### src/rtl/xdma_byp_pkg.sv
// Shared definitions for the XDMA descriptor-bypass arbiter.
// Holds the bypass field widths, the desc_done status bit position, the
// descriptor payload struct and the arbiter FSM state encoding.
package xdma_byp_pkg;

  localparam int unsigned XDMA_ADDR_W       = 64;
  localparam int unsigned XDMA_LEN_W        = 28;
  localparam int unsigned XDMA_CTL_W        = 16;
  localparam int unsigned STS_DESC_DONE_BIT = 3;

  // One bypass descriptor as presented to dsc_byp_*
  typedef struct packed {
    logic [XDMA_ADDR_W-1:0] src;
    logic [XDMA_ADDR_W-1:0] dst;
    logic [XDMA_LEN_W-1:0]  len;
    logic [XDMA_CTL_W-1:0]  ctl;
  } byp_desc_t;

  typedef enum logic {
    ST_IDLE = 1'b0,
    ST_LOAD = 1'b1
  } byp_state_t;

endpackage

### src/rtl/byp_id_fifo.sv
// Synchronous FIFO holding the requester ID of every in-flight descriptor.
// Ports:
//   i_clk, i_rst     clock, synchronous active-high reset
//   i_push, i_data   enqueue an ID
//   i_pop            dequeue the head (ignored when empty)
//   o_head           current head entry
//   o_count          occupancy, 0..DEPTH
//   o_full, o_empty  occupancy flags
// A push while full is accepted only when a pop happens in the same cycle.
module byp_id_fifo #(
  parameter int unsigned DEPTH = 8,
  parameter int unsigned WIDTH = 2
) (
  input  logic                     i_clk,
  input  logic                     i_rst,
  input  logic                     i_push,
  input  logic [WIDTH-1:0]         i_data,
  input  logic                     i_pop,
  output logic [WIDTH-1:0]         o_head,
  output logic [$clog2(DEPTH):0]   o_count,
  output logic                     o_full,
  output logic                     o_empty
);

  localparam int unsigned PTR_W = $clog2(DEPTH);
  localparam int unsigned CNT_W = PTR_W + 1;

  logic [WIDTH-1:0] r_mem [DEPTH];
  logic [PTR_W-1:0] r_wr_ptr;
  logic [PTR_W-1:0] r_rd_ptr;
  logic [CNT_W-1:0] r_count;
  logic             w_push;
  logic             w_pop;

  assign o_full  = (r_count == CNT_W'(DEPTH));
  assign o_empty = (r_count == '0);
  assign w_pop   = i_pop && !o_empty;
  assign w_push  = i_push && (!o_full || w_pop);
  assign o_head  = r_mem[r_rd_ptr];
  assign o_count = r_count;

  // Storage array, no reset needed
  always_ff @(posedge i_clk) begin
    if (w_push) begin
      r_mem[r_wr_ptr] <= i_data;
    end
  end

  // Pointers and occupancy; DEPTH is a power of two so pointers wrap freely
  always_ff @(posedge i_clk) begin
    if (i_rst) begin
      r_wr_ptr <= '0;
      r_rd_ptr <= '0;
      r_count  <= '0;
    end else begin
      if (w_push) r_wr_ptr <= r_wr_ptr + 1'b1;
      if (w_pop)  r_rd_ptr <= r_rd_ptr + 1'b1;
      case ({w_push, w_pop})
        2'b10:   r_count <= r_count + 1'b1;
        2'b01:   r_count <= r_count - 1'b1;
        default: r_count <= r_count;
      endcase
    end
  end

endmodule

### src/rtl/xdma_desc_byp_arbiter.sv
// Round-robin arbiter sharing one XDMA descriptor-bypass channel among
// NUM_REQ requesters, with in-flight limiting and desc_done routing.
// Ports:
//   CLK, RST                      user clock, synchronous active-high reset
//   req_valid/req_ready           per-requester handshake (ready is combinational)
//   req_src/dst_addr, len, ctl    packed per-requester descriptor fields
//   done_valid, done_id           one-cycle completion routed to the issuer
//   byp_ready, byp_load, byp_*    XDMA dsc_byp_* channel
//   desc_done                     sts desc_done pulse from the channel
//   outstanding                   descriptors issued but not completed
//   err_spurious_done             sticky: desc_done with nothing in flight
module xdma_desc_byp_arbiter
  import xdma_byp_pkg::*;
#(
  parameter int unsigned NUM_REQ         = 4,
  parameter int unsigned MAX_OUTSTANDING = 8,
  parameter int unsigned ID_W            = 2
) (
  input  logic                            CLK,
  input  logic                            RST,
  input  logic [NUM_REQ-1:0]              req_valid,
  output logic [NUM_REQ-1:0]              req_ready,
  input  logic [NUM_REQ*XDMA_ADDR_W-1:0]  req_src_addr,
  input  logic [NUM_REQ*XDMA_ADDR_W-1:0]  req_dst_addr,
  input  logic [NUM_REQ*XDMA_LEN_W-1:0]   req_len,
  input  logic [NUM_REQ*XDMA_CTL_W-1:0]   req_ctl,
  output logic                            done_valid,
  output logic [ID_W-1:0]                 done_id,
  input  logic                            byp_ready,
  output logic                            byp_load,
  output logic [XDMA_ADDR_W-1:0]          byp_src_addr,
  output logic [XDMA_ADDR_W-1:0]          byp_dst_addr,
  output logic [XDMA_LEN_W-1:0]           byp_len,
  output logic [XDMA_CTL_W-1:0]           byp_ctl,
  input  logic                            desc_done,
  output logic [$clog2(MAX_OUTSTANDING):0] outstanding,
  output logic                            err_spurious_done
);

  byp_state_t      r_state;
  byp_desc_t       r_desc;
  byp_desc_t       w_desc;
  logic [ID_W-1:0] r_rr;
  logic [ID_W-1:0] r_winner;
  logic [ID_W-1:0] w_winner;
  logic [ID_W-1:0] w_head;
  logic            r_byp_load;
  logic            r_done_valid;
  logic [ID_W-1:0] r_done_id;
  logic            r_err;
  logic            w_grant;
  logic            w_push;
  logic            w_pop;
  logic            w_full;
  logic            w_empty;

  // First set request strictly after 'last', wrapping around
  function automatic logic [ID_W-1:0] rr_pick(input logic [NUM_REQ-1:0] v,
                                               input logic [ID_W-1:0]    last);
    logic [ID_W-1:0]    pick;
    logic               found;
    logic [NUM_REQ-1:0] sh;
    int unsigned        idx;
    pick  = '0;
    found = 1'b0;
    for (int unsigned i = 1; i <= NUM_REQ; i++) begin
      idx = 32'(last) + i;
      if (idx >= NUM_REQ) idx = idx - NUM_REQ;
      sh = v >> idx;
      if (!found && sh[0]) begin
        pick  = ID_W'(idx);
        found = 1'b1;
      end
    end
    return pick;
  endfunction

  assign w_winner  = rr_pick(req_valid, r_rr);
  // Full FIFO is the same condition as outstanding == MAX_OUTSTANDING
  assign w_grant   = !RST && (r_state == ST_IDLE) && (|req_valid) && !w_full;
  assign req_ready = w_grant ? (NUM_REQ'(1) << w_winner) : '0;

  // Select the winner's fields out of the packed request buses
  always_comb begin
    w_desc     = '0;
    w_desc.src = XDMA_ADDR_W'(req_src_addr >> (32'(w_winner) * XDMA_ADDR_W));
    w_desc.dst = XDMA_ADDR_W'(req_dst_addr >> (32'(w_winner) * XDMA_ADDR_W));
    w_desc.len = XDMA_LEN_W'(req_len >> (32'(w_winner) * XDMA_LEN_W));
    w_desc.ctl = XDMA_CTL_W'(req_ctl >> (32'(w_winner) * XDMA_CTL_W));
  end

  assign w_push = r_byp_load && byp_ready;
  assign w_pop  = desc_done && !w_empty;

  byp_id_fifo #(
    .DEPTH (MAX_OUTSTANDING),
    .WIDTH (ID_W)
  ) u_id_fifo (
    .i_clk   (CLK),
    .i_rst   (RST),
    .i_push  (w_push),
    .i_data  (r_winner),
    .i_pop   (w_pop),
    .o_head  (w_head),
    .o_count (outstanding),
    .o_full  (w_full),
    .o_empty (w_empty)
  );

  // Grant/load FSM plus registered completion and error outputs
  always_ff @(posedge CLK) begin
    if (RST) begin
      r_state      <= ST_IDLE;
      r_rr         <= ID_W'(NUM_REQ - 1);
      r_winner     <= '0;
      r_desc       <= '0;
      r_byp_load   <= 1'b0;
      r_done_valid <= 1'b0;
      r_done_id    <= '0;
      r_err        <= 1'b0;
    end else begin
      r_done_valid <= w_pop;
      if (w_pop)                 r_done_id <= w_head;
      if (desc_done && w_empty)  r_err     <= 1'b1;
      case (r_state)
        ST_IDLE: begin
          if (w_grant) begin
            r_desc     <= w_desc;
            r_rr       <= w_winner;
            r_winner   <= w_winner;
            r_byp_load <= 1'b1;
            r_state    <= ST_LOAD;
          end
        end
        ST_LOAD: begin
          if (byp_ready) begin
            r_byp_load <= 1'b0;
            r_state    <= ST_IDLE;
          end
        end
        default: r_state <= ST_IDLE;
      endcase
    end
  end

  assign byp_load          = r_byp_load;
  assign byp_src_addr      = r_desc.src;
  assign byp_dst_addr      = r_desc.dst;
  assign byp_len           = r_desc.len;
  assign byp_ctl           = r_desc.ctl;
  assign done_valid        = r_done_valid;
  assign done_id           = r_done_id;
  assign err_spurious_done = r_err;

endmodule

### config.mk
export PLATFORM = sky130hd
export DESIGN_NAME = xdma_desc_byp_arbiter
export DESIGN_NICKNAME = d
export VERILOG_FILES = /design/src/rtl/xdma_byp_pkg.sv /design/src/rtl/byp_id_fifo.sv /design/src/rtl/xdma_desc_byp_arbiter.sv
export SDC_FILE = /design/constraint.sdc
export NUM_CORES = 1
export LEC_CHECK = 0
export ABC_AREA = 1
export ABC_CLOCK_PERIOD_IN_PS = 2680
export CAP_MARGIN = 20
export CORE_AREA = 2 2 339 341
export CTS_BUF_LIST = sky130_fd_sc_hd__clkbuf_16
export CTS_CLUSTER_SIZE = 24
export DETAILED_ROUTE_END_ITERATION = 8
export DIE_AREA = 0 0 341 343
export GPL_ROUTABILITY_DRIVEN = 0
export HOLD_SLACK_MARGIN = 0.15
export PLACE_DENSITY = 0.35
export REMOVE_ABC_BUFFERS = 1
export SKIP_CTS_REPAIR_TIMING = 1
export SYNTH_ARGS = -nofsm -noshare
export SYNTH_HDL_FRONTEND = slang
export SYNTH_HIERARCHICAL = 1
export SYNTH_SLANG_ARGS = --single-unit
### constraint.sdc
create_clock -name CLK -period 2.68 [get_ports CLK]
set_input_delay 0.536 -clock CLK [delete_from_list [all_inputs] [get_ports CLK]]
set_output_delay 0.536 -clock CLK [all_outputs]
set_load 0.1 [all_outputs]
==> metrics.md, run 1 <==
| Metric | Value |
|---|---|
| Outcome | complete, but fails checks |
| Failing checks | negative setup slack |
| Reg2reg end | byp_dst_addr[25]$_SDFFE_PP0P_ |
| Post-synth EDFFs | 16 |
| Most common library cells after synthesis | nand2_1, nand3_1, nor2_1, dfxtp_1, clkbuf_1 |
| CTS Sinks | 211 |
| Cell taking the most area after synthesis | dfxtp_1 |
| Gate Count Post-Synth | 2448 |
| WL/cell | between 15 and 20 um |
| Hold path start | u_id_fifo/r_rd_ptr[2]$_SDFFE_PP0N_ |
| Clock buffer depth | 3 |
| Number of synthesized register bits | 211 |
| Fmax achieved | ~340 MHz |
| Most numerous cell in the Yosys netlist | nand2_1 |
| Slew at the pin with the worst max-slew slack | 0.385 ns |
| WP data required | 2.14 ns |
| Crit share post-route | 1.10 |
| CTS H-Tree Depth | 2 |
| Relative slew slack | 0.743 |
| Post-synthesis sequential area ratio | 0.312 |
| Number of distinct library cells after synthesis | 27 |
| Core Box Area | around 110000 um2 |
| GRT overflow | 0 |
| Die area | 117000 um2 |
| Max_cap viols | 0 |
| Worst-Skew Late Latency | 0.57 ns |
| Drt via density | 3.95 |
| Setup TNS | -1.05 ns |
| Largest net degree at the start of global routing | 60 |
| Clock slew at reported path FFs | 0.06 ns |
| DRC errors left | 0 |
| Post-synth top area share | 0.278 |
| Unrepaired setup endpoints after global routing | yes |
| IO Count | 881 |
| Hold/Removal Path Class | flip-flop to flip-flop |
| Initial antenna violation count | 16 |
| Vias | 19500 |
| CTS tree | built |
| Vias in the first global route | 20000 |
| Hold depth | 2 |
| Worst setup margin | -0.272 ns |
| Drt first-iter violations | 965 |
| Clock skew | 0.0264 ns |
| CTS buffer count | 36 |
| FFs w/ async S/R, synth | 0 |
| I/O Buffers | 880 |
| Post-layout minimum cycle time | 2.95 ns |
| Routed WL | 98100 um |
| Crit start category | flip-flop |
| Global Route Usage Sum | 0.158 |
| Critical path startpoint | r_rr[0]$_SDFFE_PP1P_ |
| Top Usage Layer GRT | met2 |
| Worst-path maximum fanout | 6 |
| Mapped Area | 14000 um2 |
| Synth-to-Final Area Change | 93.2% |
| Arrival @ worst endpoint | 2.42 ns |
| Top cells by area, synth | dfxtp_1, nand2_1, nand3_1 |
| Grt met2 use | 0.280 |
| Hold Fails Final Rpt | 0 |
| Tightest hold margin | about 0.47 ns |
| Reg-to-Reg Start | r_rr[0]$_SDFFE_PP1P_ |
| Post-placement setup slack | -0.484 ns |
| Die H | 343 um |
| Grt met1 use | 0.182 |
| Num rows | 124 |
| Share of layout cells above drive strength 1 | 0.146 |
| Starting Density | 0.124 |
| Fin cells | about 5000 |
| Setup-violating endpoint count in the final report | 4 |
| Crit path kind | flip-flop to output port |
| Synthesis Warnings | 6 |
| Routed Antenna Nets | 0 |
| Worst R2R Setup Slack | 0.07 ns |
| Die W | 341 um |
| Crit end category | output port |
| DP HPWL | 76800 um |
| Met3 global-route usage | 0.0396 |
| Syn Area/Cell | 5.73 um2 |
| Global-route wire length before repair | 136000 um |
| DR pass1 iterations | 5 |
| Root Buffer | clkbuf_16 |
| Final-report max-slew violation count | 0 |
| Top_reg_cell synth | dfxtp_1 |
| Nets | roughly 4100 |
| Cell count of the worst reg-to-reg path | 18 |
| Placed cell count | 4826 |
-- stage by stage --
step	area, um2	util
after floorplan	13200	-
after global placement	25400	0.224
after detailed placement	25400	0.224
after CTS	26600	0.234
after global routing	27100	0.239
final	27100	0.239
-- state kept, by name, indices dropped and copies added, names as in the netlist, 2 cells and up, named ones only --
name                flops
byp_src_addr           64
byp_dst_addr           64
r_rr                    2
u_id_fifo/o_count       4
r_winner                2
byp_len                28
u_id_fifo/r_rd_ptr      3
u_id_fifo/r_wr_ptr      3
byp_ctl                16
done_id                 2
u_id_fifo/r_mem        16
-- critical path, stage by stage (launching register included) --
cell     delay (ns)
dfxtp_2        0.35
inv_4          0.05
ha_4           0.30
nand3_1        0.14
nand3_4        0.13
buf_4          0.11
nand4_1        0.17
nand3_4        0.20
nand2_4        0.09
nor2_4         0.14
buf_12         0.18
-- placed cells by master, fill, tap and decap left out, types with 2 or more instances in the layout --
cell type and n:
buf_6 6, nor2_1 224, nand3_1 629, dfxtp_1 193, nor2_2 6, nand3_4 4, diode_2 15, inv_6 3
buf_4 331, o22ai_1 4, clkinv_2 9, nand3_2 7, clkbuf_16 42, o21ai_0 11, nand2_4 6, inv_2 4
inv_1 105, clkinv_1 7, edfxtp_1 16, buf_16 3, nand2_1 889, nand2_2 7, inv_4 3, nor2_4 7
ha_1 7, a21oi_1 113, clkdlybuf4s50_1 695, buf_12 44, mux2i_1 4, bufinv_16 2, dfxtp_2 2, ha_4 2
nand4_1 4
-- final cells by class --
type,instances,area [um2]
Antenna cell,15,37.5
Clock buffer,37,926
Clock inverter,28,184
Fill cell,12900,86300
Inverter,108,438
Multi-Input combinational cell,1932,8640
Sequential cell,211,4390
Tap cell,1512,1890
Timing Repair Buffer,1084,10600
-- metal layers --
layer	vias to the layer above	wire, um
met2	615	49100
met3	118	6150
met5	-	24
met1	8914	39900
met4	4	2880
li1	9809	-
-- logic make-up (layout without fill, tap and decap cells) --
logic type	count (synthesis)	count (layout)	share of synthesized area
buffers and inverters	305	1257	0.0875
muxes	4	4	0.00285
AOI/OAI and AO/OA	131	131	0.0473
adders and majority gates	10	10	0.00945
and+or+nand+nor	1786	1786	0.540
DFF	211	211	0.312
xor gates and xnor gates	1	1	0.000624
other	0	15	0
-- how the worst max path moves through the flow --
stage                                                to  slack [ns]  cells after the start
after floorplan                            req_ready[0]      -12.42                     10
after global placement    byp_src_addr[54]$_SDFFE_PP0P_       -0.47                     17
final                                      req_ready[3]       -0.27                     10
after detailed placement  byp_src_addr[54]$_SDFFE_PP0P_       -0.48                     17
after CTS                                  req_ready[3]       -0.59                     11
after global routing                       req_ready[3]       -0.44                     10
Power of run 1 is not shown: default switching activity piles up to over one toggle a cycle in this logic, so the estimate is an artifact.
==> inputs of run 2 (changes only) <==
--- a/config.mk
+++ b/config.mk
@@ -6,7 +6,6 @@
 export NUM_CORES = 1
 export LEC_CHECK = 0
 export ABC_AREA = 1
-export ABC_CLOCK_PERIOD_IN_PS = 2680
 export CAP_MARGIN = 20
 export CORE_AREA = 2 2 339 341
 export CTS_BUF_LIST = sky130_fd_sc_hd__clkbuf_16
==> results of run 2 <==
The final DEF is identical to that of run 1; final timing and power are the same.
Power of run 2 is left out for the same reason.
==> edit (flow settings as in run 2) <==
`ID_W`: 2 -> 4.
--- a/src/rtl/xdma_desc_byp_arbiter.sv
+++ b/src/rtl/xdma_desc_byp_arbiter.sv
@@ -15,5 +15,5 @@
   parameter int unsigned NUM_REQ         = 4,
   parameter int unsigned MAX_OUTSTANDING = 8,
-  parameter int unsigned ID_W            = 2
+  parameter int unsigned ID_W            = 4
 ) (
   input  logic                            CLK,
Interface: changed (resized done_id); port bits go from 881 to 883. No check against the original RTL was run, so the function may have changed too.
==> edit against run 2 <==
  * Critical path depth rose by 7
  * Maximum frequency shrank 19%
  * Design area grew 4.8%
  * Sequential cell count grew 20
  * Clock skew grew 0.0075 ns
  * Final cell count down 1.8%
  * Wire length up 0.32%
  * Setup slack got worse by 0.68 ns
  * Critical endpoint is now req_ready[0]
  * Synthesized cell count fell by 5.7%
  * Synthesized area is 3.6% higher
  * The flow still finishes with violations (setup timing)
  * Sequential share of layout area is 1.3 points higher
Power is left out: the tool's default activity adds up to more than one toggle a clock period on the data nets, which glitch-free logic cannot reach.
==> edit: results (changes against run 2) <==
[run_status]
status=finished, violations left  ; unchanged
violations=setup timing  ; unchanged

[global_routing]
grt_pass1_wl_mm=133  ; was 136 mm
grt_usage=0.153  ; was 0.158
grt_max_degree=62  ; was 60

[placed_design]
post-dp-hpwl_mm=75.5  ; was 76.8 mm

[sta]
fin_ws_ns=-0.953  ; was -0.272 ns
setup-violations-final=177  ; was 4
skew_ns=0.0339  ; was 0.0264 ns
setup_tns_ns=-79.70  ; was -1.05 ns

[synth]
synth_area_leaders=nand3_1 (31%), dfxtp_1 (27%), nand2_1 (20%)  ; was dfxtp_1 (28%), nand2_1 (24%), nand3_1 (23%)
ys_seq_area_frac=0.340  ; was 0.312
synth_commonest_cells=nand3_1 (890), nand2_1 (780), dfxtp_1 (199)  ; was nand2_1 (897), nand3_1 (637), nor2_1 (234)
synth-edff-count=32  ; was 16
ys_types=37  ; was 27

[routing]
avgRoutedWirePerCell_um=20.3  ; was 19.9 um
drt_iter0_markers=892  ; was 965
firstDrtPassIters=7  ; was 5

[worst_hold_path]
hold_start=byp_ctl[11]$_SDFFE_PP0P_  ; was u_id_fifo/r_rd_ptr[2]$_SDFFE_PP0N_

[setup_path]
crit_path_top_delay_cell=dfxtp_4  ; was dfxtp_2
arrival_ns=3.10  ; was 2.42 ns
crit_start=r_rr[1]$_SDFFE_PP1P_  ; was r_rr[0]$_SDFFE_PP1P_
r2r-end=byp_dst_addr[49]$_SDFFE_PP0P_  ; was byp_dst_addr[25]$_SDFFE_PP0P_
r2r_cells=25  ; was 18
r2r_slack_ns=-0.55  ; was 0.07 ns

[cells_and_area]
fillers=12700  ; was 12900
drive_above_1_share=0.181  ; was 0.146

[cts]
numCtsBuffers=37  ; was 36

## edit: kinds of logic after synthesis
family	Yosys count	share of synthesized area
simple gates	1747	0.535
flops	231	0.340
fa+ha+maj	25	0.0220
mux	8	0.00551
buf+inv	247	0.0776
compound gates	47	0.0179
xor+xnor	3	0.00181
## edit: final cells by class
class                      instances  area [um2]  area share
multi-input combinational       1830        8920       0.314
clock buffer                      39         976      0.0344
sequential                       231        4950       0.174
inverter                          53         209     0.00736
clock inverter                    29         138     0.00485
tap                             1512        1890      0.0666
antenna                           12        30.0     0.00106
timing repair buffer            1131       11300       0.397
## edit: worst max path at each step
stage,to
after floorplan,r_rr[1]$_SDFFE_PP1P_
after global placement,byp_dst_addr[49]$_SDFFE_PP0P_
after detailed placement,byp_dst_addr[49]$_SDFFE_PP0P_
after CTS,req_ready[1]
after global routing,req_ready[1]
final,req_ready[0]
## edit: layer usage
layer / track usage / share of wire / up-vias
met2: 0.268 / 0.49 / 694
met3: 0.0486 / 0.080 / 130
met5: 0 / 0.00063 / -
met4: 0.0522 / 0.029 / 10
met1: 0.174 / 0.40 / 9064
li1: - / - / 9750
## edit: through the flow
| step | instances | util | setup WS, ns | hold WS (ns) | instance area [um2] |
|---|---|---|---|---|---|
| 5_1_grt | 4835 | 0.250 | -1.15 | 0.461 | 28400 |
| 6_report | 4837 | 0.250 | -0.953 | 0.447 | 28400 |
| 3_3_place_gp | 4723 | 0.231 | -0.750 | 0.440 | 26200 |
| 4_1_cts | 4791 | 0.241 | -1.34 | 0.450 | 27300 |
| 3_5_place_dp | 4723 | 0.231 | -0.740 | 0.440 | 26200 |
| 2_1_floorplan | 2114 | - | -18.39 | 0.433 | 13600 |
## edit: worst min-delay path, delay by kind of cell, from the launching register on
kind,cells,cell delay [ns]
simple gates,2,0.10
flops,1,0.30
